[config.mk]
export PLATFORM = sky130hd
export DESIGN_NAME = spi_target
export DESIGN_NICKNAME = d
export VERILOG_FILES = /design/src/rtl/spi_target.sv
export SDC_FILE = /design/constraint.sdc
export NUM_CORES = 1
export LEC_CHECK = 0
export CAP_MARGIN = 40
export CORE_MARGIN = 2
export CORE_UTILIZATION = 36
export CTS_CLUSTER_DIAMETER = 100
export DETAILED_ROUTE_END_ITERATION = 10
export GPL_TIMING_DRIVEN = 0
export PLACE_DENSITY = 0.55
export SYNTH_ARGS = -nofsm -noshare
export SYNTH_HDL_FRONTEND = slang
export SYNTH_SLANG_ARGS = --single-unit
[constraint.sdc]
create_clock -name clk -period 3.2 [get_ports clk]
set_input_delay 0.32 -clock clk [delete_from_list [all_inputs] [get_ports clk]]
set_output_delay 0.32 -clock clk [all_outputs]
set_load 0.02 [all_outputs]
[src/rtl/spi_target.sv]
// SPI mode-0 target with 8-bit frames, MSB first; SPI inputs are oversampled in the clk domain.
// Edges are seen SYNC_STAGES+1 clk late; the single TX buffer ignores loads while full, and RX overwrites with an overrun flag.
module spi_target #(
  parameter logic [7:0] DEFAULT_TX  = 8'h00,
  parameter int         SYNC_STAGES = 2
) (
  input  logic       clk,
  input  logic       rst_n,
  input  logic       sclk,
  input  logic       mosi,
  input  logic       ssn,
  output logic       miso,
  output logic       miso_oe,
  input  logic [7:0] tx_data,
  input  logic       tx_load,
  output logic       tx_empty,
  output logic [7:0] rx_data,
  output logic       rx_valid,
  input  logic       rx_ack,
  output logic       overrun,
  output logic       busy
);

  typedef enum logic {IDLE, SHIFT} state_t;

  state_t                 state_q, state_d;
  logic [SYNC_STAGES-1:0] sclk_sync_q, sclk_sync_d;
  logic [SYNC_STAGES-1:0] mosi_sync_q, mosi_sync_d;
  logic [SYNC_STAGES-1:0] ssn_sync_q, ssn_sync_d;
  logic                   sclk_prev_q, sclk_prev_d;
  logic                   ssn_prev_q, ssn_prev_d;
  logic [7:0]             txsr_q, txsr_d;
  logic [7:0]             rxsr_q, rxsr_d;
  logic [3:0]             bitcnt_q, bitcnt_d;
  logic [7:0]             txbuf_q, txbuf_d;
  logic                   tx_empty_q, tx_empty_d;
  logic [7:0]             rx_data_q, rx_data_d;
  logic                   rx_valid_q, rx_valid_d;
  logic                   overrun_q, overrun_d;
  logic                   miso_q, miso_d;
  logic                   miso_oe_q, miso_oe_d;
  logic                   busy_q, busy_d;

  logic       sclk_s, mosi_s, ssn_s;
  logic       sclk_rise, sclk_fall, ssn_fall, ssn_rise;
  logic       reload;
  logic [7:0] next_tx;

  assign sclk_s    = sclk_sync_q[SYNC_STAGES-1];
  assign mosi_s    = mosi_sync_q[SYNC_STAGES-1];
  assign ssn_s     = ssn_sync_q[SYNC_STAGES-1];
  assign sclk_rise = sclk_s & ~sclk_prev_q;
  assign sclk_fall = ~sclk_s & sclk_prev_q;
  assign ssn_fall  = ~ssn_s & ssn_prev_q;
  assign ssn_rise  = ssn_s & ~ssn_prev_q;
  assign next_tx   = tx_empty_q ? DEFAULT_TX : txbuf_q;

  always_comb begin
    sclk_sync_d = {sclk_sync_q[SYNC_STAGES-2:0], sclk};
    mosi_sync_d = {mosi_sync_q[SYNC_STAGES-2:0], mosi};
    ssn_sync_d  = {ssn_sync_q[SYNC_STAGES-2:0], ssn};
    sclk_prev_d = sclk_s;
    ssn_prev_d  = ssn_s;
    state_d     = state_q;
    txsr_d      = txsr_q;
    rxsr_d      = rxsr_q;
    bitcnt_d    = bitcnt_q;
    txbuf_d     = txbuf_q;
    tx_empty_d  = tx_empty_q;
    rx_data_d   = rx_data_q;
    rx_valid_d  = rx_valid_q;
    overrun_d   = overrun_q;
    miso_d      = miso_q;
    miso_oe_d   = miso_oe_q;
    busy_d      = busy_q;
    reload      = 1'b0;

    if (tx_load && tx_empty_q) begin
      txbuf_d    = tx_data;
      tx_empty_d = 1'b0;
    end
    if (rx_ack) begin
      rx_valid_d = 1'b0;
      overrun_d  = 1'b0;
    end

    case (state_q)
      IDLE: begin
        if (ssn_fall) begin
          state_d   = SHIFT;
          reload    = 1'b1;
          bitcnt_d  = 4'd0;
          miso_oe_d = 1'b1;
          busy_d    = 1'b1;
        end
      end
      SHIFT: begin
        if (ssn_rise) begin
          state_d   = IDLE;
          bitcnt_d  = 4'd0;
          miso_d    = 1'b0;
          miso_oe_d = 1'b0;
          busy_d    = 1'b0;
        end else if (sclk_rise) begin
          rxsr_d   = {rxsr_q[6:0], mosi_s};
          bitcnt_d = bitcnt_q + 4'd1;
          if (bitcnt_q == 4'd7) begin
            rx_data_d  = rxsr_d;
            rx_valid_d = 1'b1;
            // An ack landing on the completion cycle consumes the old byte, so no overrun.
            overrun_d  = overrun_d | (rx_valid_q & ~rx_ack);
          end
        end else if (sclk_fall) begin
          if (bitcnt_q == 4'd8) begin
            reload   = 1'b1;
            bitcnt_d = 4'd0;
          end else if (bitcnt_q != 4'd0) begin
            txsr_d = {txsr_q[6:0], 1'b0};
            miso_d = txsr_q[6];
          end
        end
      end
      default: state_d = IDLE;
    endcase

    // Reload only takes the buffer when it is full, so it never collides with an accepted tx_load.
    if (reload) begin
      txsr_d = next_tx;
      miso_d = next_tx[7];
      if (!tx_empty_q) tx_empty_d = 1'b1;
    end
  end

  always_ff @(posedge clk or negedge rst_n) begin
    if (!rst_n) begin
      state_q     <= IDLE;
      sclk_sync_q <= '0;
      mosi_sync_q <= '0;
      ssn_sync_q  <= '0;
      sclk_prev_q <= 1'b0;
      ssn_prev_q  <= 1'b0;
      txsr_q      <= 8'h00;
      rxsr_q      <= 8'h00;
      bitcnt_q    <= 4'd0;
      txbuf_q     <= 8'h00;
      tx_empty_q  <= 1'b1;
      rx_data_q   <= 8'h00;
      rx_valid_q  <= 1'b0;
      overrun_q   <= 1'b0;
      miso_q      <= 1'b0;
      miso_oe_q   <= 1'b0;
      busy_q      <= 1'b0;
    end else begin
      state_q     <= state_d;
      sclk_sync_q <= sclk_sync_d;
      mosi_sync_q <= mosi_sync_d;
      ssn_sync_q  <= ssn_sync_d;
      sclk_prev_q <= sclk_prev_d;
      ssn_prev_q  <= ssn_prev_d;
      txsr_q      <= txsr_d;
      rxsr_q      <= rxsr_d;
      bitcnt_q    <= bitcnt_d;
      txbuf_q     <= txbuf_d;
      tx_empty_q  <= tx_empty_d;
      rx_data_q   <= rx_data_d;
      rx_valid_q  <= rx_valid_d;
      overrun_q   <= overrun_d;
      miso_q      <= miso_d;
      miso_oe_q   <= miso_oe_d;
      busy_q      <= busy_d;
    end
  end

  assign miso     = miso_q;
  assign miso_oe  = miso_oe_q;
  assign tx_empty = tx_empty_q;
  assign rx_data  = rx_data_q;
  assign rx_valid = rx_valid_q;
  assign overrun  = overrun_q;
  assign busy     = busy_q;

endmodule

* Word-level counts from Yosys, hierarchy flattened
Index checks and enable logic that the tools add are counted. W data, S select, Z words.
Operators by class: add/subtract/negate cells 1, equal/unequal tests 11, mux-type cells 45, bitwise gates (word level) 13, reduce and logical (&&, ||, !) cells 13
Operator list (number):
- $mux W7 | 7
- $mux W1 | 28
- $mux W4 | 5
- $mux W8 | 1
- $ne A4 B1 Y1 const B | 2
- $pmux W4 S2 | 1
- $not A1 Y1 | 7
- $ne A2 B1 Y1 const B | 3
- $pmux W1 S2 | 3
- $reduce_and A3 Y1 | 2
- $reduce_and A6 Y1 | 1
- $reduce_bool A2 Y1 | 3
- $reduce_bool A3 Y1 | 2
- $and A1 B1 Y1 | 5
- $reduce_and A5 Y1 | 1
- $add A4 B1 Y4 const B | 1
- $eq A4 B3 Y1 const B | 1
- $eq A4 B4 Y1 const B | 1
- $ne A2 B2 Y1 const B | 2
- $reduce_and A4 Y1 | 1
- $reduce_bool A4 Y1 | 1
- $ne A3 B1 Y1 const B | 1
- $ne A3 B3 Y1 const B | 1
- $reduce_and A2 Y1 | 1
- other kinds (2) | 2
Storage, ports and cells: register bits after elaboration 48, input port bits 15, output and inout port bits 14, logic and storage cells 99

* Longest topological paths before layout
Gate-level depths: netlist of the first run.
word-level depth 8, gate-level depth with buffers 7, gate-level depth less buffers 6

* Worst setup path before layout of the first run
OpenSTA, ideal clock, no wires.
kind register to register, start register bitcnt_q[0], end register txsr_q[1], setup time 0.129 ns, arrival time 1.431 ns, required time 3.071 ns, slack 1.640 ns, stages on the path, launching flop included 7, buffers on the path 0, clock period less this slack 1.560 ns, path through dfrtp_1 > inv_1 > ha_1 > and2b_1 > a211oi_4 > mux2i_1 > mux2i_1
Between the ends: longest elaborated chain between the ends 8, elaborated cells on any way between the ends 15, those cells by class 4 x eq/ne; 6 x mux; 5 x reduce/logical
Ends and longest elaborated chain:
- start, declared | RTL line 34 | logic [3:0] bitcnt_q, bitcnt_d;
- start signal, assigned | RTL line 162 | bitcnt_q <= bitcnt_d;
- $eq A4 B4 Y1 | RTL line 114 | if (bitcnt_q == 4'd8) begin
- $mux W1 | RTL line 114
- $mux W1 | RTL line 113 | end else if (sclk_fall) begin
- $mux W1 | RTL line 104 | end else if (sclk_rise) begin
- $mux W1 | RTL line 98 | if (ssn_rise) begin
- $pmux W1 S2 | RTL line 87 | case (state_q)
- $ne A2 B2 Y1 (no line) (tied with other cells)
- $reduce_and A6 Y1 (no line)
- end signal, assigned | RTL line 160 | txsr_q <= txsr_d;
- end, declared | RTL line 32 | logic [7:0] txsr_q, txsr_d;
Parallel ways exist; a longest one is shown, timed or not. A chain may end at the register's enable or synchronous reset.

* Worst setup path in the final report of the first run
start register bitcnt_q[0], end register txsr_q[6]
Same word-level chain as after synthesis.

==> results of run 1 <==
[state kept, by name, summed over array words and instances, names as in the netlist]
name	cells
ssn_sync_q	2
tx_empty	1
state_q	1
busy	1
rxsr_q	7
ssn_prev_q	1
txbuf_q	8
txsr_q	7
rx_data	8
rx_valid	1
bitcnt_q	4
sclk_sync_q	2
sclk_prev_q	1
mosi_sync_q	2
miso	1
overrun	1
[worst register-to-register path: cells and delay by family (launching register included)]
| kind | cells | cell delay [ns] |
|---|---|---|
| buf+inv | 1 | 0.06 |
| simple gates | 1 | 0.23 |
| fa+ha+maj | 1 | 0.18 |
| mux | 2 | 0.34 |
| compound gates | 1 | 0.43 |
| flops | 1 | 0.40 |
[final timing paths]
| kind | start | to | slack (ns) | depth (start not counted) |
|---|---|---|---|---|
| max | bitcnt_q[0] | txsr_q[6] | 1.44 | 6 |
| min | ssn_sync_q[0] | ssn_sync_q[1] | 0.36 | 0 |
| max reg2reg | bitcnt_q[0] | txsr_q[6] | 1.44 | 6 |
| min reg2reg | ssn_sync_q[0] | ssn_sync_q[1] | 0.36 | 0 |
| max in group asynchronous | rst_n | txsr_q[4] | 2.22 | 3 |
| min in group asynchronous | rst_n | bitcnt_q[3] | 0.48 | 2 |
[metal layers]
metal | global-route usage, % | vias up | routed length [microns]
met1 | 14.9 | 604 | 1550
li1 | - | 598 | -
met5 | 0 | - | 0
met4 | 3.10 | 0 | 13
met3 | 3.39 | 2 | 114
met2 | 19.7 | 17 | 1630
[power groups by stage]
stage,combinational (mW),sequential [mW],clock (mW)
floorplan,0.264,0.854,0
global placement,0.370,0.861,0
CTS,0.389,0.857,0.455
global route,0.426,0.878,0.484
detailed placement,0.387,0.871,0
finish,0.380,0.856,0.441
[layout by cell type, fill, tap and decap left out, types with 3 or more instances in the layout]
master and count:
nand2b_1 11, buf_2 4, inv_1 7, dfrtp_1 47, mux2_2 24, clkdlybuf4s50_1 27
clkbuf_8 5, nand3_1 5, o21ai_0 4, mux2i_1 15, a21oi_1 3, nand2_1 5
[cell type report]
class	instances	area share [%]
clock buffers	5	2.69
repair buffers	30	11.9
multi-input cells	89	30.6
clock inverters	3	1.86
inverters	7	1.03
plain buffers	6	1.46
well taps	72	3.52
flip-flops and latches	48	46.9
[synthesized netlist by cell type]
cell | count | share of area (%)
inv_1 | 7 | 1.3
clkbuf_1 | 1 | 0.18
o2111ai_1 | 1 | 0.43
xnor2_1 | 1 | 0.43
ha_1 | 2 | 1.2
dfrtp_1 | 47 | 57
nand2_1 | 5 | 0.92
o21bai_4 | 1 | 0.92
a211oi_1 | 1 | 0.37
or2b_1 | 1 | 0.37
and3b_1 | 2 | 0.85
o21ba_2 | 1 | 0.49
mux2i_1 | 15 | 7.3
buf_2 | 3 | 0.73
a2111o_1 | 1 | 0.55
nand3_1 | 5 | 1.2
nand4_2 | 1 | 0.61
buf_4 | 1 | 0.37
mux2_2 | 24 | 13
nor2_1 | 1 | 0.18
o22a_1 | 1 | 0.43
a221oi_1 | 1 | 0.43
o21a_1 | 1 | 0.37
and2b_1 | 2 | 0.73
dfstp_2 | 1 | 1.3
a21oi_1 | 3 | 0.73
a211oi_4 | 1 | 0.98
o21ai_0 | 4 | 0.98
a22o_1 | 2 | 0.85
buf_6 | 1 | 0.55
nand2b_1 | 11 | 3.4
o211ai_1 | 1 | 0.37
[kinds of logic (layout without fill, tap and decap cells)]
group	Yosys count	in the layout	share of synthesized area, %
compound gates	19	19	7.87
flops	48	48	58.6
xor+xnor	1	1	0.427
fa+ha+maj	2	2	1.22
simple gates	28	28	8.24
buf+inv	13	51	3.11
mux	39	39	20.5
==> results.yml, run 1 <==
timing:
  skew_ns: 0.00559
  fmax_mhz: 568
  period_share_pct: 55.1
  holdWs_ns: 0.355
  slew_viol_final: 0
  rsz0062_at_grt: "false"
  finalHoldViolCount: 0
  finalSetupViolations: 0
  slew_headroom_pct: 67.4
  timing.final.ws_setup_ns: 1.44
  period_minus_slack_ns: 1.76
  setup_tns_ns: 0
  worst_pin_slew_ns: 0.487
power:
  fin_total_pwr_mw: 1.68
  switchingPower_mw: 0.462
  vdd_drop_max_v: 0.000347
  p_seq_share_pct: 51.1
  pwr-share-clk_pct: 26.3
  p_int_mw: 1.21
  leakage_nw: 1.12
  power.density_nw_per_um2: 654
  netSwitchingFraction_pct: 27.6
  combPwrFrac_pct: 22.6
drt:
  drtAntennaViolNets: 0
  first_pass_iters: 3
  wirelength_mm: 3.31
  viasPerCell: 4.70
  num_vias: 1221
  wire_per_inst_microns: 12.7
  drc: 0
  drt_iter0_drc: 45
place:
  post_dp_cell_area_sq_um: 2440
  post-place-ws_ns: 1.45
  io_buffers: 28
  dpl.hpwl_mm: 2.50
  dp.cells: 251
  place_congestion: 0.787
layout:
  multiInputGateArea_sq_um: 785
  layout-drive-gt1-share_pct: 23.4
  layout.nets: 204
  diodes: 0
  finish.utilization_pct: 46.5
  seqCellArea_sq_um: 1200
  final_cell_area_sq_um: 2560
  layout.cells.non_filler: 260
  area_growth_pct: 25.0
  fill_cells: 502
floorplan:
  coreArea_sq_um: 5510
  initial_utilization_pct: 37.2
  die_y_microns: 79.5
  die_area_sq_um: 6320
  rows: 27
  io_pins: 29
  dieWidth_microns: 79.5
clock_tree:
  htree_num_levels: 2
  cts_made_buffers: 5
  path_clk_slew_ns: 0.09
  cts_tree: "yes"
  cts_root_buffer: "clkbuf_8"
  clock-sinks: 48
  clk_path_buf_depth: 2
  cts_resized: 0
  clock_latency_ns: 0.29
  cts_hold_buf: 1
  cts_setup_buffers: 0
yosys:
  yosys.cell_types.count: 32
  ys_seq_area_share_pct: 58.6
  syn_inst: 150
  synth_area_sq_um: 2050
  ys_ff_latch: 48
  synth_warnings: 0
  avgSynthCellArea_sq_um: 13.7
  syn-num-nets: 167
grt:
  grt_max_degree: 34
  grt.total_usage_pct: 11.8
  grt_overflow: 0
  grt_pass1_wl_mm: 5.84
  antenna_found_initial: 0
  grt_pass1_vias: 1281
worst_setup_path:
  crit_chain: "inv_1, ha_1, and2b_1, a211oi_4, mux2i_1, mux2i_1"
  startpoint_type: "flip-flop"
  crit_required_ns: 3.37
  cp_slowest_stage_delay_ns: 0.43
  cp_slowest_cell: "a211oi_4"
  arrival_ns: 1.94
  critical_path_class: "reg -> reg"
  cp-end-kind: "flip-flop"
  path_delay_family: "compound AO/OA/AOI/OAI gates"
  critical_path_buf_inv_count: 1
  timing.critical_path.mode_cell: "mux2i_1"
  worstPathMaxFanout: 7
run_status:
  status: "complete, no violations"
job:
  drv_cap: 0
worst_hold_path:
  hold_class: "reg -> reg"
(Power assumes the default switching activity.)
==> run 2: changes to the inputs <==
Clock period 3.2 ns to 1.7 ns, I/O delays scaled along.
==> run 2 against run 1 <==
Register-to-register slack got worse by 1.3 ns. Cell area increased by 2.5%. Worst setup slack got worse by 1.3 ns. Sequential power increased by 88%. First-iteration DRC count unchanged. Critical path depth decreased by 5. Total power increased by 90%. Sequential cell count unchanged. Utilization increased by 1.2 points. Largest power group unchanged.
==> results.yml, run 2 (synthesis gave the netlist of run 1 again) <==
clock_tree:
  cts_root_buffer: "clkbuf_8"
  clk_path_buf_depth: 2
  cts_made_buffers: 5
  clock-sinks: 48
  htree_num_levels: 2
  path_clk_slew_ns: 0.09
  clock_latency_ns: 0.30
  cts_tree: "yes"
layout:
  final_cell_area_sq_um: 2630
  layout_commonest_cell: "dfrtp_1"
  fill_cells: 499
  layout.cells.non_filler: 265
  area_growth_pct: 28.1
  diodes: 0
  layout-drive-gt1-share_pct: 26.9
  finish.utilization_pct: 47.7
  layout.nets: 209
  final_cell_mix: "dfrtp_1 (47), clkdlybuf4s50_1 (27), mux2_2 (24)"
place:
  place_congestion: 0.787
  post_dp_cell_area_sq_um: 2440
  post-place-ws_ns: -0.0522
  dpl.hpwl_mm: 2.50
  dp.cells: 251
  io_buffers: 28
drt:
  wire_per_inst_microns: 12.9
  drc: 0
  first_pass_iters: 4
  drt_iter0_drc: 45
  viasPerCell: 4.75
  num_vias: 1258
  drtAntennaViolNets: 0
  wirelength_mm: 3.41
worst_setup_path:
  cp_slowest_stage_delay_ns: 0.60
  crit_required_ns: 1.53
  cp-end-kind: "primary output"
  critical_path_buf_inv_count: 1
  worstPathMaxFanout: 2
  critical_path_class: "reg -> out"
  arrival_ns: 1.42
  path_delay_family: "buffers and inverters"
  crit_chain: "clkdlybuf4s50_1"
  cp.depth: 1
  startpoint_type: "flip-flop"
  reg2regPathDepth: 7
  cp_slowest_cell: "clkdlybuf4s50_1"
floorplan:
  coreArea_sq_um: 5510
  dieWidth_microns: 79.5
  die_y_microns: 79.5
  initial_utilization_pct: 37.2
  io_pins: 29
  die_area_sq_um: 6320
  rows: 27
grt:
  grt_max_degree: 34
  antenna_found_initial: 0
  grt_pass1_vias: 1288
  grt.total_usage_pct: 11.8
  grt_pass1_wl_mm: 5.88
  grt_overflow: 0
timing:
  fmax_mhz: 628
  period_minus_slack_ns: 1.59
  skew_ns: 0.00765
  finalHoldViolCount: 0
  slew_headroom_pct: 73.6
  slew_viol_final: 0
  worst_pin_slew_ns: 0.396
  finalSetupViolations: 0
  rsz0062_at_grt: "false"
  timing.final.ws_setup_ns: 0.109
  period_share_pct: 93.6
  holdWs_ns: 0.308
  setup_tns_ns: 0
job:
  drv_cap: 0
power:
  fin_total_pwr_mw: 3.19
  leakage_nw: 1.15
  power.density_nw_per_um2: 1220
  vdd_drop_max_v: 0.000655
run_status:
  status: "complete, no violations"
worst_hold_path:
  holdPathStages: 1
  hold_class: "in -> reg"
run 2: metal layers:
layer  vias to the layer above  routed length (microns)  track usage (%)
met1                       628                     1590             14.8
met3                         2                      112             3.39
met2                        19                     1690             19.9
met4                         0                       13             3.10
met5                         -                        0                0
li1                        609                        -                -
run 2: power by group:
part	total, mW	internal (mW)	switching (mW)
logic	0.754	0.427	0.326
clock network	0.833	0.443	0.390
registers	1.61	1.44	0.168
total	3.19	2.31	0.884
run 2: repair_timing:
action / 4_1_cts / 5_1_grt
gates resized for setup: 1 / 6
hold buffers: 1 / 0
endpoints found under the hold margin: 14 / 0
setup buffers: 2 / 3
endpoints found under the setup margin: 6 / 20
pin swaps: 1 / 1
run 2: path summary, 6_finish.rpt:
check	from	end	slack (ns)
max in group asynchronous	rst_n	txsr_q[4]	0.87
hold reg to reg	ssn_sync_q[0]	ssn_sync_q[1]	0.36
min in group asynchronous	rst_n	bitcnt_q[3]	0.33
setup reg to reg	bitcnt_q[0]	txsr_q[6]	0.11
setup / recovery	tx_empty	tx_empty	0.11
hold / removal	mosi	mosi_sync_q[0]	0.31
run 2: cell type report:
type | count | area [sq um] | share of cell area [%]
clock inverter | 3 | 47.5 | 1.81
sequential | 48 | 1200 | 45.8
buffer | 6 | 40.0 | 1.52
timing repair buffer | 35 | 350 | 13.3
clock buffer | 5 | 68.8 | 2.62
multi-input combinational | 89 | 802 | 30.5
inverter | 7 | 26.3 | 1.00
tap | 72 | 90.1 | 3.43
run 2: worst register-to-register path, delay by kind of cell (launching register included):
family | cells | cell delay [ns]
buffers and inverters | 2 | 0.21
AOI/OAI and AO/OA | 1 | 0.22
and+or+nand+nor | 1 | 0.24
DFF | 1 | 0.36
muxes | 2 | 0.28
adders and majority gates | 1 | 0.18
==> run 3: changes to the inputs <==
Settings changed: CTS_CLUSTER_DIAMETER 100 to 30, PLACE_DENSITY 0.55 to 0.56, REMOVE_ABC_BUFFERS set to 1.
==> run 3 against run 2 <==
Clock skew is 0.0041 ns lower. Die area stayed put. Combinational power is 6.9% lower. Worst setup slack worse by 0.032 ns. Cell area is 0.19% higher. Total power is 2.8% higher. Non-clock buffer count is 3 lower. Cell count is 1.5% lower. Sequential cell count stayed put. Clock power is 12% higher. Count of clock-buffer cells in the layout stayed put. Critical endpoint is now txsr_q[2]. Highest routed layer unchanged.
==> results.yml, run 3 (synthesis gave the netlist of run 1 again) <==
run_status:
  status: "complete, no violations"
worst_setup_path:
  crit_required_ns: 1.88
  crit_chain: "inv_1, ha_2, and2b_2, a211oi_4, buf_6, mux2i_2, mux2i_1"
  startpoint_type: "flip-flop"
  worstPathMaxFanout: 5
  r2r_slack_ns: 0.08
  path_delay_family: "flip-flops"
  reg2regPathDepth: 7
  critical_path_buf_inv_count: 2
  cp_slowest_stage_delay_ns: 0.39
  critical_path_class: "reg -> reg"
  cp-end-kind: "flip-flop"
  r2r_start: "bitcnt_q[0]"
  worstReg2RegEnd: "txsr_q[2]"
  cp_slowest_cell: "dfrtp_1"
  arrival_ns: 1.80
timing:
  holdWs_ns: 0.305
  rsz0062_at_grt: "true"
  skew_ns: 0.00354
  finalSetupViolations: 0
  timing.final.ws_setup_ns: 0.0762
  worst_pin_slew_ns: 0.389
  fmax_mhz: 616
  slew_headroom_pct: 74.1
  period_minus_slack_ns: 1.62
  setup_tns_ns: 0
  slew_viol_final: 0
  finalHoldViolCount: 0
  period_share_pct: 95.5
floorplan:
  dieWidth_microns: 79.5
  die_area_sq_um: 6320
  coreArea_sq_um: 5510
  io_pins: 29
  initial_utilization_pct: 37.2
  die_y_microns: 79.5
  rows: 27
layout:
  area_growth_pct: 28.4
  layout.nets: 206
  layout-drive-gt1-share_pct: 27.0
  fill_cells: 503
  final_cell_mix: "dfrtp_1 (47), clkdlybuf4s50_1 (26), mux2_2 (24)"
  final_cell_area_sq_um: 2630
  layout_commonest_cell: "dfrtp_1"
  diodes: 0
drt:
  wirelength_mm: 3.42
  viasPerCell: 4.71
  drc: 0
  wire_per_inst_microns: 13.1
  num_vias: 1229
  drtAntennaViolNets: 0
  drt_iter0_drc: 43
  first_pass_iters: 4
grt:
  grt_max_degree: 37
  grt_pass1_wl_mm: 5.66
  grt.total_usage_pct: 11.6
  grt_pass1_vias: 1220
  grt_overflow: 0
  antenna_found_initial: 0
power:
  power.density_nw_per_um2: 1250
  fin_total_pwr_mw: 3.28
  leakage_nw: 1.15
  vdd_drop_max_v: 0.000728
place:
  dpl.hpwl_mm: 2.46
  post-place-ws_ns: -0.0844
  io_buffers: 28
  post_dp_cell_area_sq_um: 2410
  place_congestion: 0.799
clock_tree:
  path_clk_slew_ns: 0.08
  htree_num_levels: 2
  cts_root_buffer: "clkbuf_8"
  clock-sinks: 48
  cts_made_buffers: 5
  clk_path_buf_depth: 2
  clock_latency_ns: 0.29
  cts_tree: "yes"
job:
  drv_cap: 0
worst_hold_path:
  hold_class: "in -> async"
-- run 3: worst reg2reg max path, stage by stage, from the launching register on --
cell and delay, ns:
dfrtp_1 0.39, inv_1 0.06, ha_2 0.16, and2b_2 0.24
a211oi_4 0.22, buf_6 0.17, mux2i_2 0.21, mux2i_1 0.09
-- run 3: worst max path at each step --
stage            endpoint  depth (start not counted)  slack [ns]   startpoint
2_1_floorplan        miso                          4       -0.28      state_q
3_3_place_gp   txbuf_q[3]                          1       -0.80        rst_n
3_5_place_dp    txsr_q[6]                          7       -0.08  bitcnt_q[0]
4_1_cts         txsr_q[6]                          7       0.002  bitcnt_q[0]
5_1_grt         txsr_q[2]                          7       -0.05  bitcnt_q[0]
6_report        txsr_q[2]                          7        0.08  bitcnt_q[0]
-- run 3: area by class of cell --
class	instances	area, sq um	share of cell area, %
clock inverter	2	60.1	2.28
clock buffer	5	68.8	2.61
tap	72	90.1	3.42
multi-input combinational	89	810	30.8
timing repair buffer	38	375	14.3
sequential	48	1200	45.7
inverter	7	26.3	0.998
-- run 3: stage by stage --
step | std cells | util, %
6_report | 261 | 47.8
3_5_place_dp | 246 | 43.7
2_1_floorplan | 144 | -
5_1_grt | 261 | 47.8
3_3_place_gp | 244 | 43.3
4_1_cts | 256 | 46.6
-- run 3: per-layer routing --
metal | part of all wire [%] | GRT usage, % | vias to the layer above
met4 | 0.61 | 4.14 | 0
met3 | 3.3 | 3.17 | 2
met2 | 51 | 19.1 | 16
met1 | 45 | 14.8 | 610
li1 | - | - | 601
met5 | 0 | 0 | -
-- run 3: where the power goes --
| part | total (mW) | switching (mW) | internal, mW |
|---|---|---|---|
| Clock | 0.935 | 0.356 | 0.579 |
| Combinational | 0.702 | 0.287 | 0.415 |
| Sequential | 1.65 | 0.205 | 1.44 |
-- run 3: repair_timing --
item                                    in CTS  in global routing
hold buffers                                 1                  0
hold endpoints to repair                    12                  0
pin swaps                                    1                  2
endpoints found under the setup margin       8                 15
resized for setup                            3                  7
setup buffers                                2                  5
